$ cat config.mk
export PLATFORM = sky130hd
export DESIGN_NAME = snow64_bfloat16_vector_binop_sequencer
export DESIGN_NICKNAME = d
export VERILOG_FILES = /design/src/rtl/snow64_bfloat16_vector_binop_sequencer_pkg.sv /design/src/rtl/snow64_bfloat16_vector_binop_sequencer.sv
export SDC_FILE = /design/constraint.sdc
export NUM_CORES = 1
export LEC_CHECK = 0
export CAP_MARGIN = 20
export CORE_UTILIZATION = 35
export DETAILED_ROUTE_END_ITERATION = 10
export PLACE_DENSITY = 0.62
export SLEW_MARGIN = 30
export SYNTH_ARGS = -nofsm -noshare
export SYNTH_HDL_FRONTEND = slang
export SYNTH_SLANG_ARGS = --single-unit
$ cat constraint.sdc
create_clock -name clk -period 3.1 [get_ports clk]
set_clock_uncertainty 0.05 [all_clocks]
set_input_delay 0.31 -clock clk [delete_from_list [all_inputs] [get_ports clk]]
set_output_delay 0.31 -clock clk [all_outputs]
set_load 0.02 [all_outputs]
$ cat src/rtl/snow64_bfloat16_vector_binop_sequencer_pkg.sv
// snow64_bfloat16_vector_binop_sequencer_pkg: shared types and lane-search helper for the vector sequencer
package snow64_bfloat16_vector_binop_sequencer_pkg;
    localparam int WIDTH__SNOW64_BFLOAT16_VEC_LANES = 4;
    typedef enum logic [1:0] {
        ST_VEC_SEQ_IDLE,
        ST_VEC_SEQ_ISSUE,
        ST_VEC_SEQ_WAIT,
        ST_VEC_SEQ_DONE
    } state_vec_bin_op_seq_t;
    typedef struct packed {
        logic [WIDTH__SNOW64_BFLOAT16_VEC_LANES-1:0] lane_mask;
        logic [63:0] a;
        logic [63:0] b;
    } port_in_vec_bin_op_t;
    typedef struct packed {
        logic can_accept_cmd;
        logic data_valid;
        logic [63:0] data;
    } port_out_vec_bin_op_t;
    function automatic logic [2:0] find_lane(input logic [3:0] mask, input logic [2:0] from);
        find_lane = 3'b000;
        for (int i = 3; i >= 0; i--)
            if (mask[i] && 3'(i) >= from)
                find_lane = {1'b1, 2'(i)};
    endfunction
endpackage

$ cat src/rtl/snow64_bfloat16_vector_binop_sequencer.sv
// snow64_bfloat16_vector_binop_sequencer: issues enabled bfloat16 lanes one at a time to a scalar binop unit
module snow64_bfloat16_vector_binop_sequencer
    import snow64_bfloat16_vector_binop_sequencer_pkg::*;
(
    input  logic        clk,
    input  logic        rst,
    input  logic        in_start,
    input  logic [3:0]  in_lane_mask,
    input  logic [63:0] in_a,
    input  logic [63:0] in_b,
    output logic        out_can_accept_cmd,
    output logic        out_data_valid,
    output logic [63:0] out_data,
    output logic        unit_start,
    output logic [15:0] unit_a,
    output logic [15:0] unit_b,
    input  logic        unit_can_accept_cmd,
    input  logic        unit_data_valid,
    input  logic [15:0] unit_data
);
    state_vec_bin_op_seq_t state;
    port_in_vec_bin_op_t   cmd;
    port_out_vec_bin_op_t  out;
    logic [1:0]  lane;
    logic [63:0] results;
    logic [2:0]  first_lane;
    logic [2:0]  next_lane;
    assign first_lane = find_lane(in_lane_mask, 3'd0);
    assign next_lane = find_lane(cmd.lane_mask, {1'b0, lane} + 3'd1);
    assign unit_start = state == ST_VEC_SEQ_ISSUE && unit_can_accept_cmd;
    assign unit_a = cmd.a[16*lane +: 16];
    assign unit_b = cmd.b[16*lane +: 16];
    assign out_can_accept_cmd = out.can_accept_cmd;
    assign out_data_valid = out.data_valid;
    assign out_data = out.data;
    always_ff @(posedge clk) begin
        if (rst) begin
            state <= ST_VEC_SEQ_IDLE;
            cmd <= '0;
            out <= '{1'b1, 1'b0, 64'h0};
            lane <= 2'd0;
            results <= '0;
        end else begin
            case (state)
                ST_VEC_SEQ_IDLE:
                    if (in_start && out.can_accept_cmd) begin
                        cmd <= '{in_lane_mask, in_a, in_b};
                        out.data_valid <= 1'b0;
                        out.can_accept_cmd <= 1'b0;
                        lane <= first_lane[1:0];
                        results <= '0;
                        state <= first_lane[2] ? ST_VEC_SEQ_ISSUE : ST_VEC_SEQ_DONE;
                    end
                ST_VEC_SEQ_ISSUE:
                    if (unit_can_accept_cmd)
                        state <= ST_VEC_SEQ_WAIT;
                ST_VEC_SEQ_WAIT:
                    if (unit_data_valid && unit_can_accept_cmd) begin
                        results[16*lane +: 16] <= unit_data;
                        lane <= next_lane[1:0];
                        state <= next_lane[2] ? ST_VEC_SEQ_ISSUE : ST_VEC_SEQ_DONE;
                    end
                ST_VEC_SEQ_DONE: begin
                    out <= '{1'b1, 1'b1, results};
                    state <= ST_VEC_SEQ_IDLE;
                end
                default: state <= ST_VEC_SEQ_IDLE;
            endcase
        end
    end
endmodule

Word level (Yosys, flattened, before mapping)
Index checks and enable logic that the tools add are counted.

Bits in registers: 266. Input port bits: 153. Output and inout bits: 99. Word-level logic and storage cells: 62.

Add/subtract/negate cells: 2. Order comparisons: 4. Eq/ne operators: 6. Shift-type cells: 4. Mux-type cells: 23. Reductions and logical operators: 14.

Operator list (count): 64-bit two-way mux (2); 64-bit case mux with 2 select lines (1); 64-bit by 7-bit variable part select with 16-bit output (2); 64-bit bitwise mux (1); 16-bit by 34-bit variable shift with 64-bit output (first input constant) (1); 16-bit by 34-bit variable part select with 64-bit output (1); 6-bit negator with 34-bit output (1); 3-bit two-way mux (8); 2-bit two-way mux (8); 2-bit case mux with 2 select lines (2); 2-bit case mux with 4 select lines (1); 1-bit logical AND (7); 1-bit by 3-bit greater-or-equal comparator with 1-bit output (first input constant) (2); 2-bit by 3-bit greater-or-equal comparator with 1-bit output (first input constant) (2); 2-bit != test (second input constant) (3); 3-bit AND reduction (2); 2-bit equality test (second input constant) (2); 2-bit AND reduction (2); 2-bit nonzero test (2); 2-bit by 1-bit adder with 3-bit output (second input constant) (1); 2-bit by 1-bit equality test with 1-bit output (second input constant) (1); 2-bit logical NOT (1).

Depth between registers and ports, before layout
Gate-level depths: netlist (run 1).

Depth in word-level cells: 10. Depth in mapped cells: 10. Depth with buffers taken out: 6.

Least setup slack after synthesis (run 1)
OpenSTA, ideal clock, no wires.

Kind: reg-to-reg. Start point: reg lane[1]. End point: reg results[10]. Library setup time: 0.059 ns. Arrival time: 2.329 ns. Data required time: 2.991 ns. Slack: 0.663 ns. Stages on the path, launching flop included: 11. Path buffers: 5. Period minus slack after synthesis: 2.437 ns. Path through: dfxtp_1 buf_2 buf_2 buf_2 inv_1 ha_1 nor4b_1 and3_1 clkbuf_2 buf_4 a22o_1.

Cells in the longest elaborated chain, start to end: 5. Elaborated cells between the ends (all ways): 6. Classes of those cells: add/sub (1); shift (2); mux (3).

Ends and longest elaborated chain: from (decl) (RTL line snow64_bfloat16_vector_binop_sequencer.sv:24) `logic [1:0] lane;`; from (signal assigned) (RTL line snow64_bfloat16_vector_binop_sequencer.sv:50) `lane <= first_lane[1:0];`; from (signal assigned) (RTL line snow64_bfloat16_vector_binop_sequencer.sv:60) `lane <= next_lane[1:0];`; 6-bit negator with 34-bit output (*) (RTL line snow64_bfloat16_vector_binop_sequencer.sv:59) `results[16*lane +: 16] <= unit_data;`; 16-bit by 34-bit variable part select with 64-bit output or 16-bit by 34-bit variable shift with 64-bit output (tied branches) (RTL line snow64_bfloat16_vector_binop_sequencer.sv:59); 64-bit bitwise mux (*) (RTL line snow64_bfloat16_vector_binop_sequencer.sv:59); 64-bit two-way mux (*) (RTL line snow64_bfloat16_vector_binop_sequencer.sv:58) `if (unit_data_valid && unit_can_accept_cmd) begin`; 64-bit case mux with 2 select lines (*) (RTL line snow64_bfloat16_vector_binop_sequencer.sv:44) `case (state)`; to (signal, indexed assignment) (RTL line snow64_bfloat16_vector_binop_sequencer.sv:59); to (decl) (RTL line snow64_bfloat16_vector_binop_sequencer.sv:25) `logic [63:0] results;`.

Every way passes the cells marked *; elsewhere a longest branch is shown, timed or not. The select of a mux whose other input is x is not followed. A chain may end at the register's enable or synchronous reset.

Worst setup path in the final report (run 1)
Start point: reg lane[0]. End point: out unit_a[13].

Cells in the longest elaborated chain, start to end: 1.

Ends and longest elaborated chain: 64-bit by 7-bit variable part select with 16-bit output (RTL line snow64_bfloat16_vector_binop_sequencer.sv:31) `assign unit_a = cmd.a[16*lane +: 16];`; to (decl) (RTL line snow64_bfloat16_vector_binop_sequencer.sv:15) `output logic [15:0] unit_a,`.

Every way passes these cells.

==> results.cfg, run 1 <==
[critical_path]
critPathArrivalTime_ns = 2.48
critPathMaxFanout = 35
path_cells = buf_12, mux4_2, clkdlybuf4s50_1
r2r_setup_slack_ns = 0.75
worstReg2RegEnd = results[2]
timing.rr.start = lane[1]
critPathLaunch = lane[0]
critPathSlowestCell = mux4_2
reg2reg_depth = 5
crit_path_max_incr_delay_ns = 0.58
critPathCapture = unit_a[13]
crit_path_end_kind = output pin
crit_type = flop to output pin
required_ns = 2.74
cp-start-kind = flop

[global_route]
met3_usage = 0.06245
antenna_found_initial = 2
grt_use_total = 0.1876
use_met2 = 0.3031
grt-busiest-layer = met2
grt_overflow = 0
grt_max_degree = 148
grt_pass1_wl_um = 46320
use_met1 = 0.2400
first_global_vias = 8535

[placed_design]
post-dp-hpwl_um = 19010
placement.io_buffers = 251
gp_congestion = 0.7813
place_inst = 1730
pre_cts_slack_ns = 0.6618

[yosys]
synth.distinct_cells = 44
synth_edf_count = 0
synthArstFlopShare = 0
postSynthCellCount = 1177
synth-seq-cells = 266
synth-main-ff-cell = dfxtp_1
yosysWarnings = 0
synth_nets = 1337
syn_avg_cell_area_um2 = 8.872
ys_seq_area_frac = 0.5099
netlist_area_mm2 = 0.01044

[worst_hold_path]
min_delay_path_depth = 2
hold_class = primary input to flop

[job]
cap_viol_max_count = 0

[timing]
grt_setup_unrepaired = no
fin_crit_ns = 2.842
finalHoldViolCount = 0
slew-limit-headroom = 0.4235
max_freq_mhz = 351.9
setup_ws_ns = 0.2581
finalCritPeriodShare = 0.9167
tns_ns = 0
maxSlewViolCount = 0
holdWs_ns = 0.1311
max_slew.worst_pin.slew_ns = 0.8647
setup_violations = 0

[run_status]
status = finished clean

[clock_tree]
ctsResizeCount = 0
hold_buffers = 0
cts.htree.levels = 1
cts_tree = done
cts.reportedPaths.clkPinSlew_ns = 0.06
cts_made_buffers = 31
worstSkewPairLatency_ns = 0.55
clock_sinks = 266
postCtsSetupRepairBufs = 0
clock-root-buffer = clkbuf_16
clockBufferDepth = 3

[routing]
firstDrtPassIters = 5
drt-vias-per-instance = 4.962
first_iter_violations = 586
vias = 8858
ant_nets = 0
route.detailed.drc = 0
wl_per_cell_um = 16.29
wl_um = 29070

[layout]
antennaDiodeCount = 0
regArea_mm2 = 0.005328
layout-drive-gt1-share = 0.08137
layout.cells.non_filler = 1785
final_nets = 1539
syn_to_final_growth_pct = 36.72
nFillCells = 2825
multi_input_area_mm2 = 0.004643

[floorplanning]
die_x_um = 174.7
dieArea_mm2 = 0.03053
boundaryPins = 252
core_mm2 = 0.02901
fp.dieH_um = 174.7
initial_core_util = 0.3599
rows = 62

[power]
p_per_area_mw_per_mm2 = 656.2
max-vdd-ir-drop_uv = 414.6
power.leakage_uw = 0.004959
cell type report:
type                    instances  area share
inverters                       7    0.001840
flip-flops and latches        266      0.3731
clock inverters                13     0.01726
well taps                     384     0.03365
clock buffers                  42     0.06143
repair buffers                266      0.1875
multi-input cells             807      0.3252
metrics by stage:
stage                       util  instance area (um2)  total power, uW
after floorplan                -                10440             4866
after global placement    0.4534                13150             5468
after detailed placement  0.4534                13150             5492
after CTS                 0.4921                14280             9469
after global routing      0.4921                14280             9785
final                     0.4921                14280             9368
kinds of logic (layout without fill, tap and decap cells):
family | Yosys count | after routing | share of synthesized area
compound gates | 281 | 281 | 0.1592
simple gates | 487 | 487 | 0.2060
buf+inv | 104 | 328 | 0.04745
mux | 32 | 32 | 0.06901
flops | 266 | 266 | 0.5099
fa+ha+maj | 7 | 7 | 0.008387
synth_stat cells (4+ instances only):
library cell,number,share of area
nand2b_1,17,0.010
o31ai_1,47,0.034
a22o_1,16,0.013
ha_1,7,0.0084
buf_2,38,0.018
a211oi_1,4,0.0029
clkbuf_1,49,0.018
inv_1,7,0.0025
nand3b_1,49,0.035
nand2_1,395,0.14
mux4_2,32,0.069
a21oi_1,198,0.095
dfxtp_1,266,0.51
nor2_1,6,0.0022
buf_6,6,0.0065
worst max-delay path, delay by kind of cell (launching register included):
kind | cells | cell delay, ns
buf+inv | 2 | 0.87
mux | 1 | 0.58
flops | 1 | 0.46
cell usage in the layout (no fill, tap or decap), types with 2 or more instances in the layout:
cell / instances
nor2_1: 5
bufinv_16: 7
nand2_1: 394
a21oi_1: 198
nand2b_1: 17
clkdlybuf4s50_1: 250
dfxtp_2: 2
clkinv_2: 4
a22o_1: 16
clkbuf_8: 6
o221ai_2: 3
ha_1: 7
clkbuf_16: 31
nand4_2: 2
nand3_1: 3
a211oi_1: 4
mux4_2: 32
o31ai_1: 47
clkbuf_1: 5
nand3b_1: 49
inv_1: 7
nor3_1: 2
and3_1: 2
buf_12: 4
dfxtp_1: 264
o21ai_0: 3
buf_4: 11
worst min-delay path by stage:
stage              endpoint  slack, ns         from
2_1_floorplan   out_data[0]       0.38   results[0]
3_3_place_gp       cmd[123]       0.39     cmd[123]
3_5_place_dp   out_data[44]       0.39  results[44]
4_1_cts             cmd[88]       0.13          rst
5_1_grt            cmd[104]       0.15          rst
6_report            cmd[88]       0.13          rst
state kept, by name, summed over array words and instances (netlist names):
name,count
cmd,132
out_data,64
results,64
lane,2
state,2
out_can_accept_cmd,1
out_data_valid,1
power by group:
group	total [uW]	internal (uW)	switching, uW
clock	3960	2550	1410
combinational	1640	712	929
sequential	3770	3630	138
layer usage:
metal  share of wire  wire length (um)
met1            0.42             12290
met2            0.47             13530
met3           0.087              2540
met4           0.024               692
met5         0.00083                24
(Power assumes the default switching activity.)
==> run 2, diff against run 1 <==
--- a/config.mk
+++ b/config.mk
@@ -5,10 +5,11 @@
 export SDC_FILE = /design/constraint.sdc
 export NUM_CORES = 1
 export LEC_CHECK = 0
+export ABC_AREA = 1
 export CAP_MARGIN = 20
 export CORE_UTILIZATION = 35
 export DETAILED_ROUTE_END_ITERATION = 10
-export PLACE_DENSITY = 0.62
+export PLACE_DENSITY = 0.61
 export SLEW_MARGIN = 30
 export SYNTH_ARGS = -nofsm -noshare
 export SYNTH_HDL_FRONTEND = slang
==> results.cfg, run 2 <==
[yosys]
yosysWarnings = 0
synth_edf_count = 0
synthTopCellsByArea = dfxtp_1 49%, nor2_1 18%, o21ai_0 12%
synth-main-ff-cell = dfxtp_1
synth_most_common_cell = nor2_1
synthDominantCellAreaShare = 0.4884
synthArstFlopShare = 0
synth-seq-cells = 266
yosysTopAreaCell = dfxtp_1
syn_avg_cell_area_um2 = 6.949
synth.distinct_cells = 22
synth_common_cells = 512 x nor2_1, 266 x dfxtp_1, 264 x o21ai_0
netlist_area_mm2 = 0.01090
synth_nets = 1729
ys_seq_area_frac = 0.4884
postSynthCellCount = 1569

[global_route]
first_global_vias = 9948
antenna_found_initial = 3
grt_overflow = 0
grt_use_total = 0.2084
grt_max_degree = 132
grt_pass1_wl_um = 52560

[critical_path]
crit_type = flop to output pin
cp-start-kind = flop
critPathArrivalTime_ns = 2.51
crit_path_end_kind = output pin
required_ns = 2.74
critPathMaxFanout = 32
crit_path_max_incr_delay_ns = 0.68
path_cells = inv_1, buf_4, o21ai_0, o22ai_1, clkdlybuf4s50_1
critPathSlowestCell = clkdlybuf4s50_1

[placed_design]
place_inst = 2131
post-dp-hpwl_um = 22990
placement.io_buffers = 251
gp_congestion = 0.8594
dpl_cell_area_mm2 = 0.01371

[layout]
largest_register_ffs = 132
mostFrequentLayoutCells = 512 x nor2_1, 265 x dfxtp_1, 264 x o21ai_0
nFillCells = 3096
final_nets = 1926
layout.cells.non_filler = 2187
final_area_mm2 = 0.01473
layout-drive-gt1-share = 0.04810
syn_to_final_growth_pct = 35.06
largest-register = cmd
final_common_cell = nor2_1

[floorplanning]
dieArea_mm2 = 0.03186
initial_core_util = 0.3564
die_x_um = 178.5
fp.dieH_um = 178.5
boundaryPins = 252
rows = 64
core_mm2 = 0.03059

[worst_hold_path]
hold_class = primary input to flop

[routing]
drt-vias-per-instance = 4.818
wl_per_cell_um = 15.08
wl_um = 32990
firstDrtPassIters = 5
ant_nets = 0
first_iter_violations = 722
vias = 10540
route.detailed.drc = 0

[timing]
finalCritPeriodShare = 0.9274
fin_crit_ns = 2.875
max_slew.worst_pin.slew_ns = 0.7681
slew-limit-headroom = 0.4860
setup_violations = 0
finalHoldViolCount = 0
max_freq_mhz = 347.8
tns_ns = 0
grt_setup_unrepaired = no
maxSlewViolCount = 0

[clock_tree]
worstSkewPairLatency_ns = 0.55
ctsResizeCount = 0
cts_made_buffers = 29
clock_sinks = 266
cts.htree.levels = 1
clock-root-buffer = clkbuf_16
hold_buffers = 0
postCtsSetupRepairBufs = 0
clockBufferDepth = 3
cts.reportedPaths.clkPinSlew_ns = 0.06
cts_tree = done

[power]
max-vdd-ir-drop_uv = 466.3
power.leakage_uw = 0.005983
p_per_area_mw_per_mm2 = 772.4

[run_status]
status = finished clean

[job]
cap_viol_max_count = 0
[run 2: changes by cell type in the layout (fill, tap and decap cells not counted), moves of 32 or more]
cell / change
a21oi_1: -124
inv_1: +68
mux4_2: -32
nand2_1: -199
nand3b_1: -49
nor2_1: +507
o21ai_0: +261
o22ai_1: +32
o31ai_1: -47
[run 2: worst paths after layout]
check / start / end / slack (ns) / cells after the start
setup / recovery: lane[1] / unit_b[8] / 0.23 / 5
hold / removal: in_lane_mask[0] / cmd[128] / 0.31 / 3
setup reg to reg: lane[1] / results[46] / 0.93 / 8
hold reg to reg: results[22] / out_data[22] / 0.40 / 2
[run 2: final cells by class]
class                           count  area, um2  area share
Antenna cell                        3      7.507   0.0005098
Clock buffer                       43      878.3     0.05965
Clock inverter                     10      133.9    0.009092
Inverter                           79      301.5     0.02048
Multi-Input combinational cell   1116       4822      0.3275
Sequential cell                   266       5326      0.3617
Tap cell                          396      495.5     0.03365
Timing Repair Buffer              274       2760      0.1874
[run 2: worst max-delay path: cells and delay by family (launching register included)]
family	cells	cell delay [ns]
DFF	1	0.31
buffers and inverters	3	1.22
AOI/OAI and AO/OA	2	0.43
[run 2: cells by family after synthesis]
group           after synthesis  synth area share
compound gates              371            0.1741
buf+inv                     187           0.06977
simple gates                738            0.2597
fa+ha+maj                     7          0.008033
flops                       266            0.4884
[run 2: metrics by stage]
| step | power [uW] | hold slack, ns | setup slack (ns) | utilization |
|---|---|---|---|---|
| after CTS | 11480 | 0.2785 | 0.2396 | 0.4811 |
| after global routing | 12090 | 0.3392 | 0.09614 | 0.4814 |
| final | 11370 | 0.3097 | 0.2250 | 0.4814 |
| after floorplan | 6520 | 0.3797 | 0.7668 | - |
| after detailed placement | 7844 | 0.3937 | 0.8722 | 0.4481 |
| after global placement | 7792 | 0.3852 | 0.8547 | 0.4481 |
[run 2: routing by layer]
metal / wire [um] / GRT usage
met4: 1008 / 0.08051
met3: 1989 / 0.04028
met5: 0 / 0
met1: 14620 / 0.2682
met2: 15370 / 0.3422
[run 2: power breakdown]
part	internal (uW)	leakage, uW	switching (uW)
Sequential	4000	0.00218	264
Clock	2200	0.000497	1400
Combinational	1360	0.00330	2150
Total	7560	0.00598	3810
